**src/rtl/dec_scan_pkg.sv**
```systemverilog
// Shared definitions for the dec_scan select decoder: mode encodings and FSM states.
package dec_scan_pkg;

  localparam logic MODE_DIRECT = 1'b0;
  localparam logic MODE_SCAN   = 1'b1;

  typedef enum logic [1:0] {
    ST_IDLE   = 2'd0,
    ST_DIRECT = 2'd1,
    ST_SCAN   = 2'd2
  } state_e;

endpackage

```
**src/rtl/dec_onehot.sv**
```systemverilog
// Combinational index -> one-hot line decode with enable and selectable polarity.
module dec_onehot #(
  parameter int N          = 3,
  parameter int ACTIVE_LOW = 0
) (
  input  logic [N-1:0]      idx,
  input  logic              en,
  output logic [2**N-1:0]   lines
);

  logic [2**N-1:0] hot;

  // Raise the selected line when enabled, then apply output polarity.
  always_comb begin
    hot = '0;
    if (en) begin
      hot[idx] = 1'b1;
    end
    lines = (ACTIVE_LOW != 0) ? ~hot : hot;
  end

endmodule

```
**src/rtl/dec_scan.sv**
```systemverilog
// Registered N-to-2^N select decoder with DIRECT (hold loaded address) and
// SCAN (walk every line for DWELL cycles, pulse wrap on rollover) modes.
module dec_scan
  import dec_scan_pkg::*;
#(
  parameter int N          = 3,
  parameter int DWELL      = 4,
  parameter int ACTIVE_LOW = 0
) (
  input  logic              clk,
  input  logic              rst,
  input  logic              en,
  input  logic              mode,
  input  logic [N-1:0]      a,
  input  logic              a_valid,
  output logic [2**N-1:0]   y,
  output logic [N-1:0]      idx,
  output logic              wrap
);

  localparam int L  = 2**N;
  localparam int CW = (DWELL > 1) ? $clog2(DWELL) : 1;
  localparam logic [CW-1:0] CNT_MAX = CW'(DWELL - 1);
  localparam logic [L-1:0]  Y_IDLE  = (ACTIVE_LOW != 0) ? {L{1'b1}} : {L{1'b0}};

  state_e          state_q, state_d;
  logic [N-1:0]    idx_q, idx_d;
  logic [CW-1:0]   cnt_q, cnt_d;
  logic            wrap_q, wrap_d;
  logic [L-1:0]    y_q, y_d;

  // Next state, index, dwell count and wrap flag. The inputs of the current
  // cycle pick the next state; the cycle that enters SCAN shows the held
  // position without advancing, so every line is lit for exactly DWELL cycles
  // and a pause via en resumes mid-dwell where it stopped.
  always_comb begin
    state_d = ST_IDLE;
    idx_d   = idx_q;
    cnt_d   = cnt_q;
    wrap_d  = 1'b0;
    if (en) begin
      if (mode == MODE_SCAN) begin
        state_d = ST_SCAN;
        if (a_valid) begin
          idx_d = a;
          cnt_d = '0;
        end else if (state_q == ST_DIRECT) begin
          cnt_d = '0;
        end else if (state_q == ST_SCAN) begin
          if (cnt_q == CNT_MAX) begin
            idx_d  = idx_q + N'(1);
            cnt_d  = '0;
            wrap_d = (idx_q == {N{1'b1}});
          end else begin
            cnt_d = cnt_q + CW'(1);
          end
        end
      end else begin
        state_d = ST_DIRECT;
        cnt_d   = '0;
        if (a_valid) begin
          idx_d = a;
        end
      end
    end
  end

  // Decode the next index so y and idx change on the same edge.
  dec_onehot #(
    .N          (N),
    .ACTIVE_LOW (ACTIVE_LOW)
  ) u_onehot (
    .idx   (idx_d),
    .en    (en),
    .lines (y_d)
  );

  // State, position and output registers with asynchronous reset.
  always_ff @(posedge clk or posedge rst) begin
    if (rst) begin
      state_q <= ST_IDLE;
      idx_q   <= '0;
      cnt_q   <= '0;
      wrap_q  <= 1'b0;
      y_q     <= Y_IDLE;
    end else begin
      state_q <= state_d;
      idx_q   <= idx_d;
      cnt_q   <= cnt_d;
      wrap_q  <= wrap_d;
      y_q     <= y_d;
    end
  end

  assign y    = y_q;
  assign idx  = idx_q;
  assign wrap = wrap_q;

endmodule

```
**config.mk**
```make
export PLATFORM = sky130hd
export DESIGN_NAME = dec_scan
export DESIGN_NICKNAME = d
export VERILOG_FILES = /design/src/rtl/dec_scan_pkg.sv /design/src/rtl/dec_onehot.sv /design/src/rtl/dec_scan.sv
export SDC_FILE = /design/constraint.sdc
export NUM_CORES = 1
export LEC_CHECK = 0
export BUFFER_PORTS_ARGS = -buffer_cell sky130_fd_sc_hd__buf_2
export CELL_PAD_IN_SITES_DETAIL_PLACEMENT = 0
export CELL_PAD_IN_SITES_GLOBAL_PLACEMENT = 1
export CORE_MARGIN = 2
export CORE_UTILIZATION = 35
export DETAILED_ROUTE_END_ITERATION = 7
export GPL_TIMING_DRIVEN = 0
export MAX_ROUTING_LAYER = met4
export PLACE_DENSITY = 0.82
export RECOVER_POWER = 25
export SETUP_SLACK_MARGIN = 0.05
export SLEW_MARGIN = 20
export SYNTH_ARGS = -nofsm -noshare
export SYNTH_HDL_FRONTEND = slang
export SYNTH_SLANG_ARGS = --single-unit
```
**constraint.sdc**
```tcl
create_clock -name clk -period 1.83 [get_ports clk]
set_input_delay 0.183 -clock clk [delete_from_list [all_inputs] [get_ports clk]]
set_output_delay 0.183 -clock clk [all_outputs]
set_load 0.01 [all_outputs]
```
==> reports/qor.yml <==
drt:
  wl_um: 1590
  drtAntennaViolNets: 0
  drtIter0Drc: 5
  via_per_inst: 4.89
  dr.pass1.iters: 4
  vias: 606
  wl_per_cell_um: 12.8
  drc: 0
power:
  p_clk_share_pct: 26.5
  power_density_nw_per_um2: 810
  p_sw_share_pct: 29.0
  share_comb_of_total_power_pct: 27.8
  leakagePower_nw: 0.501
  switching_power_mw: 0.253
  irDropWorstVdd_v: 0.000528
  pwr-share-seq_pct: 45.7
  internal-power_mw: 0.618
synth:
  synth_top_family_by_area: "simple AND/OR/NAND/NOR gates"
  synth_top_area_share_pct: 50.8
  netlist_area_sq_um: 788
  synth.avg_cell_area_sq_um: 11.6
  yosysTopAreaCell: "dfrtp_1"
  synth_xor_area_share_pct: 1.11
  synth_nets: 82
  synth.area.top_cells: "dfrtp_1 51%, ha_1 9.5%, nor3_1 5.7%"
  ys_seq_area_share_pct: 50.8
  ys_types: 26
  synth_mux_area_share_pct: 7.94
  yosys_register_bits: 16
  synthSimpleGateAreaFrac_pct: 15.6
  netlist_instances: 68
  synth_adder_area_share_pct: 9.52
  synth_warnings: 0
  synth_compound_area_share_pct: 11.6
setup_path:
  path_cells: "ha_2 > and4b_4 > mux2_4 > a211o_4 > nor3_2"
  cpMaxStageDelayCell: "dfrtp_1"
  cp_top_family: "simple AND/OR/NAND/NOR gates"
  start_kind: "register"
  cp_num_buf_inv: 0
  path_class: "reg2reg"
  critPathArrivalTime_ns: 2.02
  endpoint_kind: "register"
  cp_slowest_stage_delay_ns: 0.39
  path_max_fanout: 4
  cp_data_required_time_ns: 2.04
  reg2reg_slack_ns: 0.02
timing:
  rsz0062_at_grt: "yes"
  whs_ns: 0.108
  setup_violations: 0
  final.setup.tns_ns: 0
  drv_slew: 0
  finalHoldViolations: 0
  max_freq_mhz: 551
  finalCritPeriodShare_pct: 99.2
  period_minus_slack_ns: 1.81
  relSlewSlack_pct: 59.5
  tightest_slew_ns: 0.607
  skew_ns: 0.00125
layout:
  final_net_count: 111
  area_delta_synth_final_pct: 36.5
  fin_area_sq_um: 1080
  n_fill_cell: 212
  utilization_pct: 49.6
  antennaDiodeCount: 0
  drive_gt1_share_pct: 41.7
clocking:
  clkLatencyLatePin_ns: 0.28
  cts.path.max_buffers: 2
  cts_inserted_buffers: 3
  clkSlewWorstSetupHoldPaths_ns: 0.09
  cts-root-buf: "clkbuf_4"
  cts_tree: "yes"
  htreeDepth: 1
  cts_num_sinks: 16
die:
  ioPinCount: 20
  die_h_um: 51.5
  coreArea_sq_um: 2170
  die_area_sq_um: 2650
  rows: 17
  initial_utilization_pct: 36.3
  die-width_um: 51.5
grt:
  grt_pass1_wl_um: 2590
  antenna_found_initial: 0
  overflow: 0
  grt_pass1_vias: 617
  grt_max_degree: 17
  grt_usage_pct: 13.5
status:
  outcome: "complete, no violations"
min_path:
  holdCritPathClass: "in2reg"
placed_design:
  io_buffers: 18
  dpl_cell_area_sq_um: 913
  gp_congestion: 0.758
  dp_hpwl_um: 1130
run:
  drv_cap: 0
==> final timing paths <==
check	to	cells after the start	from
max	y[4]	5	state_q[0]
min reg2reg	cnt_q[1]	1	cnt_q[1]
max in group asynchronous	y[3]	3	rst
max reg2reg	y[4]	5	state_q[0]
min	state_q[0]	2	mode
min in group asynchronous	y[5]	3	rst
==> power groups by stage <==
stage | clock (mW) | sequential, mW | combinational (mW)
6_report | 0.231 | 0.398 | 0.242
5_1_grt | 0.254 | 0.401 | 0.262
4_1_cts | 0.242 | 0.396 | 0.214
3_5_place_dp | 0 | 0.408 | 0.170
3_3_place_gp | 0 | 0.406 | 0.166
2_1_floorplan | 0 | 0.415 | 0.105
==> through the flow <==
stage                     power, mW  worst slack, ns  instances
after floorplan               0.520           0.0633         68
after CTS                     0.852           0.0216        124
after global placement        0.572          -0.0286        114
final                         0.871           0.0155        124
after global routing          0.918          -0.0471        124
after detailed placement      0.578          -0.0731        114
==> worst reg2reg max path, stage by stage (launching register included) <==
cell and delay, ns:
dfrtp_1 0.39, ha_2 0.19, and4b_4 0.36, mux2_4 0.32, a211o_4 0.36, nor3_2 0.11
==> synthesized netlist by cell type <==
| cell type | number |
|---|---|
| a211o_1 | 1 |
| a21oi_1 | 1 |
| a22o_1 | 2 |
| a32o_1 | 1 |
| and2_1 | 2 |
| and4b_4 | 1 |
| buf_2 | 1 |
| dfrtp_1 | 16 |
| ha_1 | 6 |
| inv_1 | 6 |
| mux2_2 | 2 |
| mux2_4 | 2 |
| mux2i_1 | 1 |
| nand2_1 | 4 |
| nand2b_1 | 1 |
| nand4b_1 | 1 |
| nor2_1 | 2 |
| nor2b_1 | 1 |
| nor3_1 | 9 |
| nor3b_1 | 1 |
| o21ai_0 | 1 |
| o21ai_4 | 1 |
| o21bai_1 | 1 |
| o22a_1 | 1 |
| o22ai_1 | 2 |
| xnor2_1 | 1 |
==> routing by layer <==
layer,share of wire [%],up-vias,GRT usage (%)
met2,49,17,21.4
met1,46,291,17.7
met3,4.6,2,2.63
met4,0.63,0,3.95
met5,0,-,-
li1,-,296,-
==> cell families after synthesis <==
logic type      count (synthesis)
buf+inv                         7
compound gates                 11
fa+ha+maj                       6
mux                             5
xor+xnor                        1
simple gates                   22
flops                          16
==> flip-flops by register name (all words and copies together) (netlist names) <==
name / flops
state_q: 2
idx: 3
cnt_q: 2
y: 8
wrap: 1
==> cell usage in the layout, fill, tap and decap left out, types with 2 or more instances in the layout <==
| cell | count |
|---|---|
| clkbuf_4 | 3 |
| nor3_1 | 2 |
| nor2_1 | 2 |
| buf_2 | 10 |
| clkbuf_1 | 9 |
| nand2_1 | 4 |
| buf_4 | 4 |
| ha_2 | 2 |
| nor3_2 | 7 |
| dfrtp_1 | 16 |
| ha_1 | 3 |
| and2_1 | 2 |
| a22o_1 | 2 |
| mux2_4 | 4 |
| o22ai_1 | 2 |
| inv_1 | 5 |
==> cell type report <==
cell class,instances,area [sq um],share of cell area [%]
clock buffer,4,36.3,3.37
buffer,1,3.75,0.349
tap,28,35.0,3.26
inverter,6,25.0,2.33
timing repair buffer,24,131,12.2
sequential,16,400,37.2
multi-input combinational,45,444,41.3
==> timing repair <==
item                                   4_1_cts  5_1_grt
pin swaps                                    2        3
setup endpoints to repair                    9        9
setup buffers                                5        0
endpoints found under the hold margin       16        0
resized for setup                            9       10
hold buffers                                 1        0
(Power assumes the default switching activity.)
